--- src/rtl/sram_arb_pkg.sv ---
// Shared types for the SRAM port-0 arbiter: macro geometry, owner encoding
// and the per-requester command bundle.
package sram_arb_pkg;

   localparam int SRAM_AW    = 9;
   localparam int SRAM_DW    = 32;
   localparam int SRAM_MASKW = 4;

   typedef enum logic {
      OWN_R0 = 1'b0,
      OWN_R1 = 1'b1
   } owner_e;

   typedef struct packed {
      logic                  we;
      logic [SRAM_MASKW-1:0] wmask;
      logic [SRAM_AW-1:0]    addr;
      logic [SRAM_DW-1:0]    wdata;
   } sram_req_t;

endpackage

--- src/rtl/sram_port0_arbiter_wrr.sv ---
// Weighted round-robin grant for the two port-0 requesters; r0 may win up to
// R0_WEIGHT consecutive contested cycles before r1 is served.
module sram_arb_wrr
   import sram_arb_pkg::*;
#(
   parameter int unsigned R0_WEIGHT = 2
) (
   input  logic clk,
   input  logic rst,
   input  logic r0_valid,
   input  logic r1_valid,
   output logic gnt_r0,
   output logic gnt_r1
);

   localparam logic [3:0] WEIGHT = 4'(R0_WEIGHT);

   logic [3:0] burst_cnt_q, burst_cnt_d;
   owner_e     last_gnt_q, last_gnt_d;
   logic       r1_turn;

   always_comb begin
      gnt_r0      = 1'b0;
      gnt_r1      = 1'b0;
      burst_cnt_d = 4'd0;
      last_gnt_d  = last_gnt_q;
      // A nonzero burst can only follow r0 grants, so the owner term never changes the outcome.
      r1_turn     = (burst_cnt_q >= WEIGHT) && (last_gnt_q == OWN_R0);

      if (!rst) begin
         if (r0_valid && r1_valid) begin
            gnt_r1 = r1_turn;
            gnt_r0 = !r1_turn;
         end else begin
            gnt_r0 = r0_valid;
            gnt_r1 = r1_valid;
         end
      end

      if (gnt_r0) begin
         last_gnt_d  = OWN_R0;
         burst_cnt_d = (burst_cnt_q >= WEIGHT) ? WEIGHT : burst_cnt_q + 4'd1;
      end else if (gnt_r1) begin
         last_gnt_d  = OWN_R1;
      end
   end

   always_ff @(posedge clk or posedge rst) begin
      if (rst) begin
         burst_cnt_q <= 4'd0;
         last_gnt_q  <= OWN_R1;
      end else begin
         burst_cnt_q <= burst_cnt_d;
         last_gnt_q  <= last_gnt_d;
      end
   end

endmodule

--- src/rtl/sram_port0_arbiter.sv ---
// Shares the RW port of a sky130 1rw1r SRAM between a Wishbone path (r0) and a
// core/DMA path (r1). Optional stall counters: SRAM_PORT0_ARBITER_PERF_CNT_EN.
module sram_port0_arbiter
   import sram_arb_pkg::*;
#(
   parameter int AW        = SRAM_AW,
   parameter int DW        = SRAM_DW,
   parameter int R0_WEIGHT = 2
) (
   input  logic          wb_clk_i,
   input  logic          wb_rst_i,

   input  logic          r0_valid,
   output logic          r0_ready,
   input  logic          r0_we,
   input  logic [3:0]    r0_wmask,
   input  logic [AW-1:0] r0_addr,
   input  logic [DW-1:0] r0_wdata,
   output logic          r0_rsp_valid,
   output logic [DW-1:0] r0_rsp_rdata,

   input  logic          r1_valid,
   output logic          r1_ready,
   input  logic          r1_we,
   input  logic [3:0]    r1_wmask,
   input  logic [AW-1:0] r1_addr,
   input  logic [DW-1:0] r1_wdata,
   output logic          r1_rsp_valid,
   output logic [DW-1:0] r1_rsp_rdata,

   output logic          sram_csb0,
   output logic          sram_web0,
   output logic [3:0]    sram_wmask0,
   output logic [AW-1:0] sram_addr0,
   output logic [DW-1:0] sram_din0,
   input  logic [DW-1:0] sram_dout0
`ifdef SRAM_PORT0_ARBITER_PERF_CNT_EN
   ,
   input  logic          perf_clr,
   output logic [15:0]   r0_stall_cnt,
   output logic [15:0]   r1_stall_cnt
`endif
);

   logic      gnt_r0, gnt_r1;
   sram_req_t r0_req, r1_req, sel_req;

   logic      rsp_pend_q, rsp_pend_d;
   owner_e    rsp_owner_q, rsp_owner_d;
   logic      rsp_is_rd_q, rsp_is_rd_d;
   logic [DW-1:0] rsp_data;

   sram_arb_wrr #(
      .R0_WEIGHT (R0_WEIGHT)
   ) u_wrr (
      .clk      (wb_clk_i),
      .rst      (wb_rst_i),
      .r0_valid (r0_valid),
      .r1_valid (r1_valid),
      .gnt_r0   (gnt_r0),
      .gnt_r1   (gnt_r1)
   );

   assign r0_ready = gnt_r0;
   assign r1_ready = gnt_r1;

   always_comb begin
      r0_req = '{we: r0_we, wmask: r0_wmask, addr: r0_addr, wdata: r0_wdata};
      r1_req = '{we: r1_we, wmask: r1_wmask, addr: r1_addr, wdata: r1_wdata};
      sel_req = '0;
      if (gnt_r0) begin
         sel_req = r0_req;
      end else if (gnt_r1) begin
         sel_req = r1_req;
      end
   end

   // Idle cycles park the bus at zero with both strobes deasserted.
   always_comb begin
      sram_csb0   = !(gnt_r0 || gnt_r1);
      sram_web0   = sram_csb0 ? 1'b1 : !sel_req.we;
      sram_wmask0 = sel_req.wmask;
      sram_addr0  = sel_req.addr;
      sram_din0   = sel_req.wdata;
   end

   always_comb begin
      rsp_pend_d  = gnt_r0 || gnt_r1;
      rsp_owner_d = gnt_r1 ? OWN_R1 : OWN_R0;
      rsp_is_rd_d = (gnt_r0 || gnt_r1) && !sel_req.we;
   end

   always_ff @(posedge wb_clk_i or posedge wb_rst_i) begin
      if (wb_rst_i) begin
         rsp_pend_q  <= 1'b0;
         rsp_owner_q <= OWN_R0;
         rsp_is_rd_q <= 1'b0;
      end else begin
         rsp_pend_q  <= rsp_pend_d;
         rsp_owner_q <= rsp_owner_d;
         rsp_is_rd_q <= rsp_is_rd_d;
      end
   end

   // The macro presents read data in the cycle after capture; forward it untouched.
   always_comb begin
      rsp_data     = rsp_is_rd_q ? sram_dout0 : '0;
      r0_rsp_valid = rsp_pend_q && (rsp_owner_q == OWN_R0);
      r1_rsp_valid = rsp_pend_q && (rsp_owner_q == OWN_R1);
      r0_rsp_rdata = r0_rsp_valid ? rsp_data : '0;
      r1_rsp_rdata = r1_rsp_valid ? rsp_data : '0;
   end

`ifdef SRAM_PORT0_ARBITER_PERF_CNT_EN
   logic [15:0] r0_stall_q, r0_stall_d;
   logic [15:0] r1_stall_q, r1_stall_d;

   always_comb begin
      r0_stall_d = r0_stall_q;
      r1_stall_d = r1_stall_q;
      if (perf_clr) begin
         r0_stall_d = 16'd0;
         r1_stall_d = 16'd0;
      end else begin
         if (r0_valid && !r0_ready && (r0_stall_q != 16'hFFFF)) r0_stall_d = r0_stall_q + 16'd1;
         if (r1_valid && !r1_ready && (r1_stall_q != 16'hFFFF)) r1_stall_d = r1_stall_q + 16'd1;
      end
   end

   always_ff @(posedge wb_clk_i or posedge wb_rst_i) begin
      if (wb_rst_i) begin
         r0_stall_q <= 16'd0;
         r1_stall_q <= 16'd0;
      end else begin
         r0_stall_q <= r0_stall_d;
         r1_stall_q <= r1_stall_d;
      end
   end

   assign r0_stall_cnt = r0_stall_q;
   assign r1_stall_cnt = r1_stall_q;
`endif

endmodule
--- config.mk ---
export PLATFORM = sky130hd
export DESIGN_NAME = sram_port0_arbiter
export DESIGN_NICKNAME = d
export VERILOG_FILES = /design/src/rtl/sram_arb_pkg.sv /design/src/rtl/sram_port0_arbiter_wrr.sv /design/src/rtl/sram_port0_arbiter.sv
export SDC_FILE = /design/constraint.sdc
export NUM_CORES = 1
export LEC_CHECK = 0
export ABC_AREA = 1
export CAP_MARGIN = 15
export CORE_AREA = 5 5 90 92
export CTS_CLUSTER_SIZE = 30
export DETAILED_ROUTE_END_ITERATION = 16
export DIE_AREA = 0 0 95 97
export GPL_ROUTABILITY_DRIVEN = 0
export PLACE_DENSITY = 0.78
export SLEW_MARGIN = 30
export SYNTH_ARGS = -nofsm -noshare
export SYNTH_HDL_FRONTEND = slang
export SYNTH_SLANG_ARGS = --single-unit
--- constraint.sdc ---
create_clock -name wb_clk_i -period 1.9 [get_ports wb_clk_i]
set_input_delay 0.19 -clock wb_clk_i [delete_from_list [all_inputs] [get_ports wb_clk_i]]
set_output_delay 0.19 -clock wb_clk_i [all_outputs]
set_load 0.03 [all_outputs]
# ---- Yosys cells after proc, flatten, opt, wreduce, memory -nomap -nowiden
# Index checks and enable logic that the tools add are counted.
# Widths: inputs -> output; s select.
dict set report classes {
  add_sub_neg 1
  mux 15
  bitwise_logic 2
  n_lt_le_gt_ge 1
  reduce_logical 10
}
# cell count
set ops {}
lappend ops {{$mux 32} 3}
lappend ops {{$mux 46} 2}
lappend ops {{$mux 1} 8}
lappend ops {{$mux 4} 2}
lappend ops {{$logic_and 1x1->1} 5}
lappend ops {{$add 4x1->4 const B} 1}
lappend ops {{$ge 4x2->1 const B} 1}
lappend ops {{$logic_not 1->1} 3}
lappend ops {{$not 1->1} 2}
lappend ops {{$reduce_bool 2->1} 1}
lappend ops {{$logic_or 1x1->1} 1}
dict set report totals {
  in_bits 128
  out_inout_bits 115
  register_bits 8
  word_cells 34
}

# ---- Depth between registers and ports, before layout
dict set report logic_depth {
  ltp_word 8
  mapped_depth 11
  ltp_nobuf 10
}

# ---- Cells and area by module
# A second synthesis with hierarchy kept.
dict set report hier_totals {
  cells_unflattened 308
  hier_area_um2 1492.7
}
# module area_each_um2 n_inst cells_per_inst seq_area_each_um2
set by_module_without_submodules {}
lappend by_module_without_submodules {sram_port0_arbiter 1232.4 1 273 75.1}
lappend by_module_without_submodules {sram_arb_wrr 260.2 1 35 126.4}

# ---- Worst setup path after synthesis
# No wires, ideal clock.
dict set report synth_path {
  path_type {reg2out}
  start {register rsp_owner_q}
  end {output port r0_rsp_rdata[10]}
  stages_incl_launch_ff 5
  n_path_buf 1
  path_slack_ns -0.170
  arrival_time_ns 1.880
  required_time_ns 1.710
  path_cell_list {dfrtp_1 nor2_1 inv_1 clkbuf_1 nor3_1}
}
dict set report synth_between {
  elab_chain_cells 3
}
# item line
set synth_lines {}
lappend synth_lines {{start: declaration} sram_port0_arbiter.sv:49} ;# owner_e rsp_owner_q, rsp_owner_d;
lappend synth_lines {{start signal: assignment} sram_port0_arbiter.sv:100} ;# rsp_owner_q <= rsp_owner_d;
lappend synth_lines {{$not 1->1} sram_port0_arbiter.sv:108} ;# r0_rsp_valid = rsp_pend_q && (rsp_owner_q == OWN_R0);
lappend synth_lines {{$logic_and 1x1->1} sram_port0_arbiter.sv:108}
lappend synth_lines {{net r0_rsp_valid} sram_port0_arbiter.sv:19} ;# output logic r0_rsp_valid,
lappend synth_lines {{$mux 32} sram_port0_arbiter.sv:110} ;# r0_rsp_rdata = r0_rsp_valid ? rsp_data : '0;
lappend synth_lines {{end: declaration} sram_port0_arbiter.sv:20} ;# output logic [DW-1:0] r0_rsp_rdata,
# The timed path passes the listed nets, and every way through them passes these cells.

# ---- Worst setup path after layout
dict set report layout_path {
  start {register u_wrr.burst_cnt_q[0]}
  end {output port sram_din0[27]}
}
dict set report layout_between {
  elab_chain_cells 6
  elab_cells_between_ends 9
  cone_classes {1 x order compare; 6 x mux; 2 x reduce/logical}
}
# item line
set layout_lines {}
lappend layout_lines {{start: declaration} sram_port0_arbiter_wrr.sv:18} ;# logic [3:0] burst_cnt_q, burst_cnt_d;
lappend layout_lines {{start signal: assignment} sram_port0_arbiter_wrr.sv:53} ;# burst_cnt_q <= burst_cnt_d;
lappend layout_lines {{$ge 4x2->1 (*)} sram_port0_arbiter_wrr.sv:28} ;# r1_turn = (burst_cnt_q >= WEIGHT) && (last_gnt_q == OWN_R0);
lappend layout_lines {{$logic_and 1x1->1 (*)} sram_port0_arbiter_wrr.sv:28}
lappend layout_lines {{$mux 1 / $logic_not 1->1 (equally long branches)} {sram_port0_arbiter_wrr.sv:31, sram_port0_arbiter_wrr.sv:33}}
lappend layout_lines {{$mux 1 (on tied branches)} {sram_port0_arbiter_wrr.sv:30, sram_port0_arbiter_wrr.sv:31}}
lappend layout_lines {{$mux 46 / $mux 1 (equally long branches)} {sram_port0_arbiter.sv:73, sram_port0_arbiter_wrr.sv:30}}
lappend layout_lines {{$mux 46 (*)} sram_port0_arbiter.sv:71} ;# if (gnt_r0) begin
lappend layout_lines {{end: declaration} sram_port0_arbiter.sv:35} ;# output logic [DW-1:0] sram_din0,
# Every way passes the cells marked *; elsewhere a longest branch is shown, timed or not.

==> impl_metrics.env <==
export IMPL_max_slew_margin=0.622
export IMPL_syn2layout_area_growth_pct=184
export IMPL_tightest_slew_ns=0.568
export IMPL_peakVddDrop_v=0.000159
export IMPL_clkLatencyLatePin_ns=0.23
export IMPL_pwr_density_cell_nw_per_um2=363
export IMPL_fin_crit_sh=1.05
export IMPL_globalRouteOverflowTotal=0
export IMPL_finalSetupViolations=46
export IMPL_final_common_cell="clkdlybuf4s50_1"
export IMPL_antenna_found_initial=0
export IMPL_route_detailed_drc=0
export IMPL_critical_path_class="reg -> out"
export IMPL_cts_buffer_depth=2
export IMPL_setup_tns_ns=-3.47
export IMPL_die_h_microns=97
export IMPL_maxSlewViolCount=0
export IMPL_setup_ws_ns=-0.103
export IMPL_ys_types=20
export IMPL_fillers=649
export IMPL_leakage_nw=2.18
export IMPL_hold_violations=0
export IMPL_syn_area_sq_um=1510
export IMPL_end_kind="output port"
export IMPL_slowest_delay_ns=0.33
export IMPL_ys_warn_count=0
export IMPL_htree_levels=1
export IMPL_drtPass1Iterations=4
export IMPL_critPathLaunchType="register"
export IMPL_synth_seq_cells=8
export IMPL_syn_avg_cell_area_sq_um=5.06
export IMPL_power_w=0.00156
export IMPL_synth_cells=298
export IMPL_drive_above_1_share=0.342
export IMPL_num_vias=2783
export IMPL_syn_num_nets=428
export IMPL_pre_cts_slack_ns=0.0913
export IMPL_cts_tree="yes"
export IMPL_io_buffers=242
export IMPL_cts_made_buffers=3
export IMPL_grt_pass1_wl_microns=13300
export IMPL_hpwl_microns=6970
export IMPL_wl_microns=9060
export IMPL_drtIter0Drc=47
export IMPL_io_pins=243
export IMPL_ys_seq_area_frac=0.133
export IMPL_final_area_sq_um=4290
export IMPL_ys_flop_type="dfrtp_1"
export IMPL_status="finished with violations"
export IMPL_post_dp_cell_area_sq_um=3710
export IMPL_slowest_stage="dfrtp_1"
export IMPL_register_area_sq_um=201
export IMPL_die_w_microns=95
export IMPL_grt_start_max_net_pins=65
export IMPL_die_area_sq_um=9220
export IMPL_rows=31
export IMPL_cts_hold_buffers=0
export IMPL_synth_edf_count=0
export IMPL_layout_common_cells="clkdlybuf4s50_1 (129), nand2_1 (105), buf_4 (80)"
export IMPL_clock_fmax_mhz=499
export IMPL_initial_utilization=0.211
export IMPL_crit_chain="inv_1, ha_2, nor2_4, nand2_2, nand2_1, nand2_2, nand2_2, clkinv_4, clkbuf_16, nand2_1, nand2_1, buf_6"
export IMPL_grt_usage=0.179
export IMPL_clock_skew_ns=0.00982
export IMPL_root_buffer="clkbuf_8"
export IMPL_cp_data_arrival_time_ns=1.81
export IMPL_antenna_cells=0
export IMPL_hp_class="in -> async"
export IMPL_viasPerCell=4.31
export IMPL_grt_pass1_vias=2734
export IMPL_ys_async_sr_fraction=1.00
export IMPL_rsz0062_at_grt="true"
export IMPL_nets=677
export IMPL_multiInputGateArea_sq_um=1070
export IMPL_cap_violations=0
export IMPL_clkTransAtPathRegs_ns=0.05
export IMPL_cts_sinks=8
export IMPL_ant_nets=0
export IMPL_drt_wirelength_per_cell_microns=14.1
export IMPL_core_sq_um=7140
export IMPL_fin_crit_ns=2.00
export IMPL_violations="setup timing"
export IMPL_crit_required_ns=1.71
export IMPL_cp_max_fo=16
## synthesized netlist by cell type (3+ instances only)
cell      count  area, sq um
buf_1         4         15.0
buf_6         7         78.8
clkbuf_1      8         30.0
dfrtp_1       7          175
inv_1        42          158
inv_2         3         11.3
nand2_1     131          492
nand2_2      12         75.1
nor2_1        5         18.8
nor2_2        3         18.8
nor3_1       65          325
## routing by layer
layer	share of wire	up-vias	global-route usage
met4	0.015	0	0.0455
met2	0.55	137	0.341
li1	-	1400	-
met5	0	-	0
met1	0.34	1232	0.180
met3	0.095	14	0.0613
## power breakdown
| group | switching (W) | leakage [nW] | internal [W] |
|---|---|---|---|
| Sequential | 0.00000545 | 0.101 | 0.000185 |
| Clock | 0.0000681 | 0.0228 | 0.000145 |
| Combinational | 0.000580 | 2.06 | 0.000572 |
| Total | 0.000653 | 2.18 | 0.000903 |
## repair_timing
action,in CTS,in global routing
gates resized for setup,54,32
buffers inserted,9,1
setup endpoints to repair,47,110
pin swaps,7,12
cloned,2,4
## path summary, 6_finish.rpt
| path | start | to | slack, ns | cells after the start |
|---|---|---|---|---|
| min | wb_rst_i | rsp_is_rd_q$_DFF_PP0_ | 0.30 | 2 |
| max in group asynchronous | wb_rst_i | u_wrr.last_gnt_q$_DFFE_PP1N_ | 1.32 | 2 |
| min reg2reg | u_wrr.burst_cnt_q[0]$_DFF_PP0_ | u_wrr.burst_cnt_q[0]$_DFF_PP0_ | 0.54 | 2 |
| min in group wb_clk_i | u_wrr.burst_cnt_q[0]$_DFF_PP0_ | u_wrr.burst_cnt_q[0]$_DFF_PP0_ | 0.54 | 2 |
| max reg2reg | u_wrr.burst_cnt_q[0]$_DFF_PP0_ | u_wrr.burst_cnt_q[2]$_DFF_PP0_ | 0.44 | 11 |
| max | u_wrr.burst_cnt_q[0]$_DFF_PP0_ | sram_din0[27] | -0.10 | 12 |
## area by class of cell
class | instances | share of cell area
Timing Repair Buffer | 265 | 0.621
Multi-Input combinational cell | 224 | 0.250
Sequential cell | 8 | 0.0470
Inverter | 45 | 0.0423
Tap cell | 99 | 0.0289
Clock buffer | 4 | 0.0105
## through the flow
step / utilization / hold WS (ns) / instances
global route: 0.601 / 0.339 / 645
floorplan: - / 0.00494 / 298
detailed placement: 0.520 / 0.472 / 625
CTS: 0.574 / 0.304 / 640
finish: 0.601 / 0.296 / 645
global placement: 0.520 / 0.456 / 625
## kinds of logic (layout without fill, tap and decap cells)
family / count (synthesis) / after routing / share of synthesized area
other: 1 / 1 / 0.00249
adder cells (fa/ha/maj): 2 / 2 / 0.0166
flip-flops: 8 / 8 / 0.134
AND/OR/NAND/NOR: 219 / 219 / 0.629
buffers and inverters: 66 / 314 / 0.211
AO/OA/AOI/OAI: 2 / 2 / 0.00746
## registers in the layout, summed over array words and instances, names as in the netlist
| name | flops |
|---|---|
| rsp_owner_q | 1 |
| rsp_is_rd_q | 1 |
| u_wrr.last_gnt_q | 1 |
| rsp_pend_q | 1 |
| u_wrr.burst_cnt_q | 4 |
## worst max-delay path: cells and delay by family (launching register included)
kind                     cells  cell delay [ns]
flip-flops                   1             0.33
adder cells (fa/ha/maj)      1             0.19
AND/OR/NAND/NOR              7             0.57
buffers and inverters        4             0.49
No activity file was read; power rests on OpenSTA's default activity.
